### config.mk
export PLATFORM = sky130hd
export DESIGN_NAME = alu
export DESIGN_NICKNAME = d
export VERILOG_FILES = /design/src/rtl/alu_pkg.sv /design/src/rtl/alu_status_reg.sv /design/src/rtl/alu.sv
export SDC_FILE = /design/constraint.sdc
export NUM_CORES = 1
export LEC_CHECK = 0
export ABC_AREA = 1
export CORE_MARGIN = 1
export CORE_UTILIZATION = 38
export DETAILED_ROUTE_END_ITERATION = 10
export PLACE_DENSITY = 0.7
export SLEW_MARGIN = 10
export SYNTH_ARGS = -nofsm -noshare
export SYNTH_HDL_FRONTEND = slang
export SYNTH_SLANG_ARGS = --single-unit
export TNS_END_PERCENT = 30
### constraint.sdc
create_clock -name clk -period 2.6 [get_ports clk]
set_input_delay 0.39 -clock clk [delete_from_list [all_inputs] [get_ports clk]]
set_output_delay 0.39 -clock clk [all_outputs]
set_load 0.03 [all_outputs]
### src/rtl/alu_pkg.sv
// Shared types and helpers for the RiSC-16 ALU: width, op encoding and select priority.
package alu_pkg;

    localparam int ALU_WIDTH = 16;

    typedef enum logic [2:0] {
        OP_NONE,
        OP_ADD,
        OP_NAND,
        OP_PASS1,
        OP_EQ
    } alu_op_e;

    // Selects are nominally one-hot; overlaps resolve ADD > NAND > PASS1 > EQ.
    function automatic alu_op_e alu_decode(input logic sel_add, input logic sel_nand,
                                           input logic sel_pass1, input logic sel_eq);
        if (sel_add)        return OP_ADD;
        else if (sel_nand)  return OP_NAND;
        else if (sel_pass1) return OP_PASS1;
        else if (sel_eq)    return OP_EQ;
        else                return OP_NONE;
    endfunction

    function automatic logic multi_sel(input logic sel_add, input logic sel_nand,
                                       input logic sel_pass1, input logic sel_eq);
        logic [2:0] cnt;
        cnt = {2'b00, sel_add} + {2'b00, sel_nand} + {2'b00, sel_pass1} + {2'b00, sel_eq};
        return cnt > 3'd1;
    endfunction

endpackage

### src/rtl/alu_status_reg.sv
// Registered copy of the ALU result and status flags; async reset clears everything.
module alu_status_reg
    import alu_pkg::*;
#(
    parameter int WIDTH = ALU_WIDTH
) (
    input  logic             clk,
    input  logic             rst,
    input  logic [WIDTH-1:0] result,
    input  logic             eq,
    input  logic             carry,
    input  logic             zero,
    input  logic             sel_err,
    output logic [WIDTH-1:0] result_q,
    output logic             eq_q,
    output logic             carry_q,
    output logic             zero_q,
    output logic             sel_err_q
);

    always_ff @(posedge clk or posedge rst) begin
        if (rst) begin
            result_q  <= '0;
            eq_q      <= 1'b0;
            carry_q   <= 1'b0;
            zero_q    <= 1'b0;
            sel_err_q <= 1'b0;
        end else begin
            result_q  <= result;
            eq_q      <= eq;
            carry_q   <= carry;
            zero_q    <= zero;
            sel_err_q <= sel_err;
        end
    end

endmodule

### src/rtl/alu.sv
// RiSC-16 datapath ALU: combinational ADD/NAND/PASS1/EQ result plus a registered status copy.
module alu
    import alu_pkg::*;
#(
    parameter int WIDTH = ALU_WIDTH
) (
    input  logic             clk,
    input  logic             rst,
    input  logic [WIDTH-1:0] alu_src1,
    input  logic [WIDTH-1:0] alu_src2,
    input  logic             ADD,
    input  logic             NAND,
    input  logic             PASS1,
    input  logic             EQ,
    output logic [WIDTH-1:0] alu_out,
    output logic             eq_out,
    output logic [WIDTH-1:0] alu_out_q,
    output logic             eq_out_q,
    output logic             carry_q,
    output logic             zero_q,
    output logic             sel_err_q
);

    alu_op_e        op;
    logic [WIDTH:0] sum;
    logic           carry;
    logic           sel_err;

    assign op      = alu_decode(ADD, NAND, PASS1, EQ);
    assign sel_err = multi_sel(ADD, NAND, PASS1, EQ);
    assign sum     = {1'b0, alu_src1} + {1'b0, alu_src2};
    // Branch decode gates eq_out, so it is valid whatever op is selected.
    assign eq_out  = (alu_src1 == alu_src2);

    always_comb begin
        alu_out = '0;
        carry   = 1'b0;
        case (op)
            OP_ADD: begin
                alu_out = sum[WIDTH-1:0];
                carry   = sum[WIDTH];
            end
            OP_NAND:  alu_out = ~(alu_src1 & alu_src2);
            OP_PASS1: alu_out = alu_src1;
            default:  alu_out = '0;
        endcase
    end

    alu_status_reg #(.WIDTH(WIDTH)) u_status (
        .clk       (clk),
        .rst       (rst),
        .result    (alu_out),
        .eq        (eq_out),
        .carry     (carry),
        .zero      (alu_out == '0),
        .sel_err   (sel_err),
        .result_q  (alu_out_q),
        .eq_q      (eq_out_q),
        .carry_q   (carry_q),
        .zero_q    (zero_q),
        .sel_err_q (sel_err_q)
    );

endmodule

==> results of run 1 <==
==> through the flow <==
stage          instance area, sq um  std cells  setup slack [ns]  hold WS, ns  setup TNS (ns)
3_3_place_gp                   2990        499            -0.299        0.833           -1.29
4_1_cts                        3100        504           -0.0230        0.563         -0.0230
2_1_floorplan                  2090        342             0.131        0.354               0
6_report                       3340        505            0.0909        0.538               0
3_5_place_dp                   2990        499            -0.324        0.840           -1.54
5_1_grt                        3340        505           -0.0212        0.592         -0.0283
==> registers in the layout, indices dropped and copies added, names as in the netlist <==
register / flops
u_status.result_q: 16
u_status.eq_q: 1
u_status.zero_q: 1
u_status.sel_err_q: 1
u_status.carry_q: 1
==> synth_stat cells <==
cell / instances
buf_1: 1
clkinv_1: 1
nand3_2: 3
nor2_1: 19
nand3b_1: 4
nand2_4: 2
nor2_2: 6
o21ai_0: 11
dfrtp_1: 20
nand2_1: 111
nor4_1: 4
or2_2: 1
nor2_4: 1
nand3_1: 37
nand2_2: 9
nand4_1: 2
fa_1: 2
and2_1: 2
a21oi_1: 9
or2_1: 1
o21ai_1: 1
ha_1: 16
buf_6: 2
inv_1: 74
buf_4: 1
inv_2: 2
==> placed cells by master, fill, tap and decap left out, types with 3 or more instances in the layout <==
cell             count
nand2_1            101
inv_1               70
clkdlybuf4s50_1     49
nand3_1             36
buf_4               32
dfrtp_1             20
nand2_2             17
nor2_1              16
ha_4                14
o21ai_0             11
nor2_2               9
inv_2                6
a21oi_1              6
dlymetal6s2s_1       5
nand2_4              4
nand3_2              4
nand3b_1             4
clkbuf_8             4
dlygate4sd2_1        4
a21oi_2              3
==> power by group <==
| part | internal [mW] | leakage, nW | switching (mW) | total, mW |
|---|---|---|---|---|
| registers | 0.348 | 0.241 | 0.00892 | 0.357 |
| logic | 0.352 | 1.47 | 0.472 | 0.824 |
| clock network | 0.135 | 0.0288 | 0.0939 | 0.229 |
==> final timing paths <==
| path | startpoint | end | slack (ns) | cells after the start |
|---|---|---|---|---|
| min in group clk | alu_src1[2] | u_status.result_q[2]$_DFF_PP0_ | 0.56 | 5 |
| worst min-delay path | rst | u_status.result_q[15]$_DFF_PP0_ | 0.54 | 2 |
| max in group asynchronous | rst | u_status.carry_q$_DFF_PP0_ | 1.63 | 2 |
| worst max-delay path | alu_src2[11] | eq_out | 0.09 | 8 |
==> timing repair <==
item                       in CTS  in global routing
pin swaps                       4                 10
resized for setup              20                 43
setup endpoints to repair      10                 11
setup buffers                   1                  1
==> area by class of cell <==
cell class | instances | area, sq um | share of cell area
multi-input cells | 241 | 1540 | 0.460
repair buffers | 93 | 871 | 0.261
flip-flops and latches | 20 | 500 | 0.150
inverters | 77 | 289 | 0.0866
well taps | 70 | 87.6 | 0.0262
clock buffers | 4 | 55.1 | 0.0165
==> critical path, stage by stage <==
cell and delay (ns):
clkdlybuf4s50_1 0.51, ha_4 0.23, buf_4 0.14, nor4_1 0.16
nand3_1 0.15, nor4_4 0.24, buf_4 0.15, buf_4 0.15
==> metal layers <==
metal  global-route usage  vias up  wire length (um)
met5                    0        -                 0
met4               0.0596        0                65
met3               0.0204        5               201
met2                0.355       53              2860
met1                0.273     1074              2830
li1                     -     1244                 -
==> cells by family after synthesis <==
kind of cell	synth area share
adder cells (fa/ha/maj)	0.115
flip-flops	0.239
buffers and inverters	0.154
AO/OA/AOI/OAI	0.0502
AND/OR/NAND/NOR	0.441
==> reports/results.tsv, run 1 <==
metric	value	unit
outcome	complete, no violations	
min_path_type	in -> async	
dp_hpwl	4830	um
antenna_found_initial	0	
clkTransAtPathRegs	0.07	ns
final_util	0.641	
detail-route-antenna-nets	0	
die_h	76.2	um
num_io_pins	75	
antenna_cells	0	
num_rows	26	
area_growth	59.6	%
synth_area_leaders	dfrtp_1 24%, nand2_1 20%, inv_1 13%	
drt_first_pass_iters	4	
drc	0	
setup_viol	0	
via_per_inst	4.70	
cts_made_buffers	3	
h-tree-depth	1	
first_iter_violations	112	
cap_violations	0	
critPathLaunchType	primary input	
clock_sink_count	20	
synthCells	342	
power_density	422	mW/mm^2
cts_tree	done	
fin_crit_sh	0.965	
syn_avg_cell_area	6.12	sq um
worstPathArrival	2.12	ns
vias	2376	
ctsHoldBuffers	0	
yosysTopAreaCellShare	0.239	
start_util	0.402	
crit_fanout	4	
p_leak	1.74	nW
required	2.21	ns
cts_buffer_depth	2	
cp-end-kind	output port	
grt_first_pass_wirelength	9590	um
yosysTopAreaCell	dfrtp_1	
ys_ff_latch	20	
hold_violations	0	
syn_nets	398	
drive_gt1_frac	0.237	
period_minus_slack	2.51	ns
wire_per_inst	11.8	um
worst_pin_slew	0.687	ns
path_class	in -> out	
synth_seq_area_share	0.239	
final_max_slew_viol_count	0	
fillers	484	
gp_congestion	0.861	
slew_headroom	0.541	
die_w	76.2	um
grt_overflow	0	
grt_pass1_vias	2122	
root_buffer	clkbuf_8	
drt-total-wl	5960	um
vdd_ir_drop_max	266	uV
grt_usage	0.206	
core-area	0.00520	sq mm
portBuffers	74	
synthDistinctLibCells	26	
grt_max_degree	21	
finalNetCount	492	
p_total	1.41	mW
ys_warn_count	0	
rsz0062_at_grt	yes	
die-area	0.00581	sq mm
syn-cell-area	0.00209	sq mm
max_freq	399	MHz
(Power assumes the default switching activity.)
==> run 2: changes to the inputs <==
Settings changed: GPL_ROUTABILITY_DRIVEN set to 0.
==> run 2 against run 1 <==
- hold slack improved by 0.0067 ns
- via count down 0.21%
- setup slack lost 0.013 ns
- combinational power down 3.4%
==> reports/results.tsv, run 2 (same netlist as run 1, synthesis figures left out) <==
metric	value	unit	change
vdd_ir_drop_max	236	uV	-11%
worst_pin_slew	0.683	ns	-0.00422 ns
cp_slowest_stage_delay	0.46	ns	-0.05 ns
grt_first_pass_wirelength	9420	um	-1.8%
clkTransAtPathRegs	0.06	ns	about the same
antenna_found_initial	0		unchanged
critPathLaunchType	primary input		
worstPathArrival	2.13	ns	about the same
cts_buffer_depth	2		unchanged
die_w	76.2	um	unchanged
holdWs	0.545	ns	+0.00673 ns
final_util	0.621		-0.0202
grt_usage	0.198		-0.00793
hold_violations	0		unchanged
h-tree-depth	1		unchanged
grt_pass1_vias	2164		+2.0%
vias	2371		-0.21%
num_io_pins	75		unchanged
crit_chain	clkdlybuf4s50_1 > ha_4 > nand2_2 > nor2_2 > and2_1 > nand2_1 > nand3_1 > nand3_1 > nand2_2 > buf_4		
cts_made_buffers	3		unchanged
outcome	complete, no violations		
grt_max_degree	21		unchanged
regMostFlops	u_status.result_q		
setup_ws	0.0775	ns	-0.0134 ns
drive_gt1_frac	0.214		-0.0228
final_common_cell	nand2_1		
dp_cells	496		-0.60%
tns	0	ns	unchanged
drt_first_pass_iters	4		unchanged
dpl-instance-area	0.00296	sq mm	-0.75%
antenna_cells	0		unchanged
final_max_slew_viol_count	0		unchanged
fin_crit_sh	0.970		+0.00516
slew_headroom	0.544		+0.00282
largest_reg_flops	16		unchanged
core-area	0.00520	sq mm	unchanged
cp-end-kind	output port		
setup_viol	0		unchanged
pre_cts_ws	-0.299	ns	+0.0241 ns
period_minus_slack	2.52	ns	+0.0134 ns
cp_num_buf_inv	2		-2
drt-total-wl	5720	um	-4.1%
wire_per_inst	11.4	um	-3.1%
ctsHoldBuffers	0		unchanged
portBuffers	74		unchanged
num_rows	26		unchanged
area_growth	54.5	%	
mostFrequentLayoutCells	102 x nand2_1, 72 x inv_1, 50 x clkdlybuf4s50_1		
drc	0		unchanged
detail-route-antenna-nets	0		unchanged
start_util	0.402		unchanged
cap_violations	0		unchanged
dp_hpwl	4670	um	-3.5%
p_leak	1.69	nW	-2.8%
cts_tree	done		
fin_cells	500		-0.99%
rsz0062_at_grt	yes		
min_path_type	in -> async		
required	2.21	ns	about the same
die-area	0.00581	sq mm	unchanged
path_delay_family	simple AND/OR/NAND/NOR gates		
die_h	76.2	um	unchanged
post-route-cell-area	0.00323	sq mm	-3.1%
path_class	in -> out		
crit_fanout	7		+3
max_freq	396	MHz	-0.53%
first_iter_violations	83		-26%
clock_sink_count	20		unchanged
p_total	1.34	mW	-5.3%
via_per_inst	4.74		+0.79%
grt_overflow	0		unchanged
root_buffer	clkbuf_8		
power_density	413	mW/mm^2	-2.2%
finalNetCount	488		-0.81%
cp_slowest_cell	clkdlybuf4s50_1		
run 2: cell type report:
class                           count  area, sq um
Sequential cell                    20          500
Multi-Input combinational cell    241         1470
Inverter                           77          289
Clock buffer                        3         41.3
Tap cell                           70         87.6
Fill cell                         503         1970
Timing Repair Buffer               89          842
run 2: worst paths after layout:
kind	endpoint	cells past startpoint	start
hold / removal	u_status.sel_err_q$_DFF_PP0_	2	rst
max in group asynchronous	u_status.result_q[10]$_DFF_PP0_	2	rst
min in group clk	u_status.result_q[2]$_DFF_PP0_	5	alu_src1[2]
setup / recovery	alu_out[13]	10	alu_src1[12]
run 2: per-layer routing:
metal	vias to the layer above	part of all wire	track usage
met5	-	0	0
met4	0	0.0089	0.0423
met3	4	0.049	0.0168
met2	65	0.48	0.346
met1	1078	0.46	0.266
li1	1224	-	-
run 2: what timing repair did:
item | in CTS | in global routing
gates cloned | 0 | 0
buffers inserted | 1 | 0
resized for setup | 20 | 32
setup endpoints to repair | 11 | 11
pin swaps | 5 | 11
run 2: power breakdown:
group / switching, mW / internal, mW
Clock: 0.0806 / 0.102
Combinational: 0.461 / 0.335
Sequential: 0.00871 / 0.348
Total: 0.550 / 0.786
